File: src/rtl/crossbar_out_arbiter.sv
// -----------------------------------------------------------------------------
// crossbar_out_arbiter
//
// Egress-side stage of the crossbar, one instance per egress port. Collects
// transmit requests from the crossbar points that target this port, grants
// one point at a time in round-robin order, and multiplexes the granted
// point's AXI-Stream packet onto the single egress stream. The grant is held
// until the packet's tlast handshake. A watchdog abandons a grant whose
// owner never presents data.
//
// Ports:
//   i_clk, i_rst_n           clock, asynchronous active-low reset
//   i_trans_req[N]           per-point transmit request (level)
//   o_trans_grant[N]         one-hot, single-cycle grant pulse
//   s_axis_*                 per-point AXI-Stream slaves (64-bit data, 8-bit keep)
//   m_axis_*                 egress AXI-Stream master
//   o_busy                   high whenever a grant is in progress
//   o_timeout                one-cycle pulse when the watchdog fires
// -----------------------------------------------------------------------------
module crossbar_out_arbiter #(
    parameter int          P_PORT_NUM = 4,
    parameter logic [15:0] P_TIMEOUT  = 16'd1024
) (
    input  logic                    i_clk,
    input  logic                    i_rst_n,
    input  logic [P_PORT_NUM-1:0]   i_trans_req,
    output logic [P_PORT_NUM-1:0]   o_trans_grant,
    input  logic [P_PORT_NUM-1:0]   s_axis_tvalid,
    input  logic [64*P_PORT_NUM-1:0] s_axis_tdata,
    input  logic [P_PORT_NUM-1:0]   s_axis_tlast,
    input  logic [8*P_PORT_NUM-1:0] s_axis_tkeep,
    input  logic [P_PORT_NUM-1:0]   s_axis_tuser,
    output logic [P_PORT_NUM-1:0]   s_axis_tready,
    output logic                    m_axis_tvalid,
    output logic [63:0]             m_axis_tdata,
    output logic                    m_axis_tlast,
    output logic [7:0]              m_axis_tkeep,
    output logic                    m_axis_tuser,
    input  logic                    m_axis_tready,
    output logic                    o_busy,
    output logic                    o_timeout
);

    localparam int SEL_W = (P_PORT_NUM > 1) ? $clog2(P_PORT_NUM) : 1;

    typedef enum logic [1:0] {
        ST_IDLE,
        ST_GRANT,
        ST_WAIT_VALID,
        ST_TRANS
    } state_t;

    state_t                  state_reg;
    logic [SEL_W-1:0]        rr_ptr_reg;
    logic [SEL_W-1:0]        sel_reg;
    logic [15:0]             wd_cnt_reg;
    logic [P_PORT_NUM-1:0]   grant_reg;
    logic                    timeout_reg;

    // Per-point slices of the flattened slave buses.
    logic [63:0]             tdata_arr [P_PORT_NUM];
    logic [7:0]              tkeep_arr [P_PORT_NUM];

    logic                    path_open;
    logic                    sel_valid;
    logic                    sel_last;
    logic                    last_beat_done;
    logic                    any_req;
    logic [SEL_W-1:0]        rr_pick;
    logic [SEL_W:0]          rr_idx;

    // Wrap-around increment of a point index.
    function automatic logic [SEL_W-1:0] ptr_inc(input logic [SEL_W-1:0] p);
        return (p == SEL_W'(P_PORT_NUM - 1)) ? '0 : p + SEL_W'(1);
    endfunction

    // -------------------------------------------------------------------------
    // Datapath: purely combinational mux from the selected point. The path is
    // only open while a grant is active, so every egress output is 0 otherwise.
    // -------------------------------------------------------------------------
    assign path_open = (state_reg == ST_WAIT_VALID) || (state_reg == ST_TRANS);
    assign sel_valid = s_axis_tvalid[sel_reg];
    assign sel_last  = s_axis_tlast[sel_reg];

    genvar gi;
    generate
        for (gi = 0; gi < P_PORT_NUM; gi++) begin : g_point
            assign tdata_arr[gi]     = s_axis_tdata[64*gi +: 64];
            assign tkeep_arr[gi]     = s_axis_tkeep[8*gi +: 8];
            assign s_axis_tready[gi] = path_open && (sel_reg == SEL_W'(gi)) && m_axis_tready;
        end
    endgenerate

    assign m_axis_tvalid = path_open & sel_valid;
    assign m_axis_tdata  = path_open ? tdata_arr[sel_reg] : 64'd0;
    assign m_axis_tkeep  = path_open ? tkeep_arr[sel_reg] : 8'd0;
    assign m_axis_tlast  = path_open & sel_last;
    assign m_axis_tuser  = path_open & s_axis_tuser[sel_reg];

    assign last_beat_done = m_axis_tvalid && m_axis_tready && m_axis_tlast;

    // -------------------------------------------------------------------------
    // Round-robin pick: scan rr_ptr, rr_ptr+1, ... (mod N). Iterating from the
    // farthest offset down lets the nearest requester overwrite the result.
    // -------------------------------------------------------------------------
    always_comb begin
        any_req = |i_trans_req;
        rr_pick = rr_ptr_reg;
        rr_idx  = '0;
        for (int i = P_PORT_NUM - 1; i >= 0; i--) begin
            rr_idx = {1'b0, rr_ptr_reg} + (SEL_W+1)'(i);
            if (rr_idx >= (SEL_W+1)'(P_PORT_NUM)) begin
                rr_idx = rr_idx - (SEL_W+1)'(P_PORT_NUM);
            end
            if (i_trans_req[rr_idx]) begin
                rr_pick = rr_idx[SEL_W-1:0];
            end
        end
    end

    // -------------------------------------------------------------------------
    // Control FSM with registered grant / timeout pulses.
    // -------------------------------------------------------------------------
    always_ff @(posedge i_clk or negedge i_rst_n) begin
        if (!i_rst_n) begin
            state_reg   <= ST_IDLE;
            rr_ptr_reg  <= '0;
            sel_reg     <= '0;
            wd_cnt_reg  <= '0;
            grant_reg   <= '0;
            timeout_reg <= 1'b0;
        end else begin
            grant_reg   <= '0;
            timeout_reg <= 1'b0;
            case (state_reg)
                ST_IDLE: begin
                    if (any_req) begin
                        sel_reg   <= rr_pick;
                        grant_reg <= P_PORT_NUM'(1) << rr_pick;
                        state_reg <= ST_GRANT;
                    end
                end
                ST_GRANT: begin
                    wd_cnt_reg <= '0;
                    state_reg  <= ST_WAIT_VALID;
                end
                ST_WAIT_VALID: begin
                    if (sel_valid) begin
                        // The path is already open here, so a single-beat
                        // packet can complete on this very cycle; finishing
                        // directly avoids waiting in TRANS for a tlast that
                        // has already gone by.
                        if (last_beat_done) begin
                            rr_ptr_reg <= ptr_inc(sel_reg);
                            state_reg  <= ST_IDLE;
                        end else begin
                            state_reg  <= ST_TRANS;
                        end
                    end else if (wd_cnt_reg == P_TIMEOUT - 16'd1) begin
                        timeout_reg <= 1'b1;
                        rr_ptr_reg  <= ptr_inc(sel_reg);
                        state_reg   <= ST_IDLE;
                    end else begin
                        wd_cnt_reg <= wd_cnt_reg + 16'd1;
                    end
                end
                ST_TRANS: begin
                    if (last_beat_done) begin
                        rr_ptr_reg <= ptr_inc(sel_reg);
                        state_reg  <= ST_IDLE;
                    end
                end
                default: state_reg <= ST_IDLE;
            endcase
        end
    end

    assign o_trans_grant = grant_reg;
    assign o_timeout     = timeout_reg;
    assign o_busy        = (state_reg != ST_IDLE);

endmodule

File: config.mk
export PLATFORM = sky130hd
export DESIGN_NAME = crossbar_out_arbiter
export DESIGN_NICKNAME = d
export VERILOG_FILES = /design/src/rtl/crossbar_out_arbiter.sv
export SDC_FILE = /design/constraint.sdc
export NUM_CORES = 1
export LEC_CHECK = 0
export CORE_AREA = 5 5 148 150
export CTS_BUF_LIST = sky130_fd_sc_hd__clkbuf_8
export DETAILED_ROUTE_END_ITERATION = 16
export DIE_AREA = 0 0 153 155
export PLACE_DENSITY_LB_ADDON = 0.05
export SKIP_CTS_REPAIR_TIMING = 1
export SYNTH_ARGS = -nofsm -noshare
export SYNTH_HDL_FRONTEND = slang
export SYNTH_SLANG_ARGS = --single-unit
export TNS_END_PERCENT = 20
File: constraint.sdc
create_clock -name i_clk -period 2.9 [get_ports i_clk]
set_input_delay 0.29 -clock i_clk [delete_from_list [all_inputs] [get_ports i_clk]]
set_output_delay 0.29 -clock i_clk [all_outputs]
set_load 0.02 [all_outputs]
==> flow_metrics.env, run 1 <==
export IMPL_grt_max_degree=44
export IMPL_max_cap_violations=0
export IMPL_post_route_min_period_ns=2.78
export IMPL_power_total_w=0.00601
export IMPL_fp_dieH_um=155
export IMPL_fillCellCount=2020
export IMPL_routed_top_layer="met5"
export IMPL_avgRoutedWirePerCell_um=23.2
export IMPL_critPathArrivalTime_ns=2.49
export IMPL_grt_pass1_vias=4888
export IMPL_met1_length_mm=8.05
export IMPL_r2r_slack_ns=0.29
export IMPL_start_util_pct=18.2
export IMPL_core_um2=20600
export IMPL_synthCells=326
export IMPL_grt_ovfl_total=0
export IMPL_place_congestion=0.889
export IMPL_crit_fanout=16
export IMPL_ir_drop_v=0.000331
export IMPL_reg2reg_to="rr_ptr_reg[1]$_DFFE_PN0P_"
export IMPL_vias=4372
export IMPL_grt_usage_pct=18.3
export IMPL_portBuffers=391
export IMPL_yosysSeqAreaShare_pct=18.1
export IMPL_r2r_start="sel_reg[0]$_DFFE_PN0P_"
export IMPL_syn_area_um2=3730
export IMPL_wl_met3_mm=1.94
export IMPL_synth_nets=638
export IMPL_min_period_over_period_pct=95.7
export IMPL_fin_skew_ns=0.00330
export IMPL_grt_first_pass_wirelength_mm=32.3
export IMPL_tightest_slew_ns=0.598
export IMPL_crit_required_ns=2.61
export IMPL_finalSetupTns_ns=0
export IMPL_wl_met2_mm=12.5
export IMPL_areaGrowthSynthToFinish_pct=118
export IMPL_routed_wl_mm=22.9
export IMPL_crit_type="flop to output port"
export IMPL_synth_area_leaders="mux4_2 (45%), dfrtp_1 (18%), and2_1 (13%)"
export IMPL_clock_sinks=27
export IMPL_cp_slowest_cell="dfrtp_4"
export IMPL_crit_path_max_incr_delay_ns=0.57
export IMPL_hold_class="input port to async pin"
export IMPL_crit_top_cell="buf_12"
export IMPL_synth_top_area_cell="mux4_2"
export IMPL_row_count=53
export IMPL_cellLeakagePower_nw=2.95
export IMPL_avgSynthCellArea_um2=11.4
export IMPL_antenna_left=0
export IMPL_rsz0062_at_grt="false"
export IMPL_drive_above_1_share_pct=14.9
export IMPL_clk_path_buf_depth=2
export IMPL_drc=0
export IMPL_cts_tree="yes"
export IMPL_mostFrequentLayoutCells="clkdlybuf4s50_1 (391), mux4_2 (75), and2_1 (75)"
export IMPL_antenna_found_initial=5
export IMPL_yosysWarnings=0
export IMPL_die_area_um2=23700
export IMPL_relSlewSlack_pct=60.2
export IMPL_avgViaCountPerCell=4.43
export IMPL_yosysUniqueCellTypes=35
export IMPL_cellPowerDensity_nw_per_um2=741
export IMPL_die_w_um=153
export IMPL_synth_top_area_share_pct=45.3
export IMPL_cts_buffers_inserted=3
export IMPL_dp_hpwl_mm=20.3
export IMPL_path_delay_family="buffers and inverters"
export IMPL_first_iter_violations=170
export IMPL_maxSlewViolCount=0
export IMPL_final_common_cell="clkdlybuf4s50_1"
export IMPL_finalSetupViolCount=0
export IMPL_start_kind="flop"
export IMPL_final_hold_violation_count=0
export IMPL_first_pass_iters=4
export IMPL_clk_latency_ns=0.27
export IMPL_num_io_pins=392
export IMPL_status="finished, final reports clean"
export IMPL_largest_reg_flops=16
export IMPL_r2r_cells=5
export IMPL_worstPathCellList="buf_12 > buf_12 > mux4_2 > and2_1 > clkdlybuf4s50_1"
export IMPL_crit_buf_inv=3
export IMPL_root_buffer="clkbuf_8"
export IMPL_synth_seq_cells=27
export IMPL_cts_clk_slew_worst_paths_ns=0.10
export IMPL_h_tree_depth=1
export IMPL_fin_nets=1020
export IMPL_end_kind="output port"
export IMPL_fmax_ghz=0.360
cells in the mapped netlist, drive strengths merged:
cell type,n
and2,75
mux4,75
dfrtp,27
nand2,24
clkbuf,17
buf,12
nor2,12
mux2i,11
inv,9
and3,8
nand3,7
nand4,7
ha,5
o22ai,5
nor3,4
o21ai,4
a21oi,3
a31oi,3
a41oi,3
mux2,2
nand2b,2
o21a,2
a222oi,1
a41o,1
nor3b,1
nor4,1
o211ai,1
o22a,1
o31ai,1
or2,1
or3,1
through the flow:
step | instances | instance area, um^2 | utilization, % | setup slack (ns) | hold WS (ns)
2_1_floorplan | 326 | 3730 | - | 0.640 | -0.00559
3_3_place_gp | 978 | 8060 | 39.2 | 0.186 | 0.474
3_5_place_dp | 978 | 8060 | 39.2 | 0.171 | 0.479
4_1_cts | 982 | 8110 | 39.5 | 0.0824 | 0.390
5_1_grt | 986 | 8120 | 39.5 | 0.000517 | 0.415
6_report | 986 | 8120 | 39.5 | 0.124 | 0.378
per-layer routing:
metal  global-route usage [%]  vias up
met5                        0        -
met4                     3.22        2
met3                     7.01       18
met2                     34.6      158
met1                     19.6     2155
li1                         -     2039
worst max-delay path by stage:
stage / start / endpoint / depth (start not counted)
final: sel_reg[0]$_DFFE_PN0P_ / m_axis_tdata[48] / 5
after global routing: sel_reg[0]$_DFFE_PN0P_ / m_axis_tdata[49] / 5
after CTS: sel_reg[0]$_DFFE_PN0P_ / m_axis_tdata[49] / 5
after detailed placement: s_axis_tvalid[3] / rr_ptr_reg[0]$_DFFE_PN0P_ / 6
after global placement: s_axis_tvalid[3] / rr_ptr_reg[1]$_DFFE_PN0P_ / 6
after floorplan: sel_reg[0]$_DFFE_PN0P_ / m_axis_tdata[22] / 5
where the power goes:
group,leakage (nW),internal (W),switching [W],total (W)
Sequential,0.358,0.000457,0.000104,0.000561
Combinational,2.57,0.00283,0.00240,0.00523
Clock,0.0217,0.0000976,0.000125,0.000223
logic make-up after synthesis:
group,synth area share [%]
buffers and inverters,4.59
and+or+nand+nor,21.8
DFF,18.1
AOI/OAI and AO/OA,5.06
adders and majority gates,1.68
muxes,48.8
area by class of cell:
type / count / area, um^2 / share of cell area, %
clock buffers: 3 / 41.3 / 0.508
inverters: 9 / 33.8 / 0.416
diodes: 4 / 10.0 / 0.123
clock inverters: 1 / 7.51 / 0.0924
repair buffers: 406 / 4110 / 50.7
multi-input cells: 261 / 2890 / 35.5
flip-flops and latches: 27 / 684 / 8.43
well taps: 275 / 344 / 4.24
Note: power is estimated with default switching activity, not from simulation.
==> run 2, diff against run 1 <==
ABC_CLOCK_PERIOD_IN_PS = 2900   (was unset)
==> results of run 2 <==
No change in the layout: final DEF, timing and power equal those of run 1.
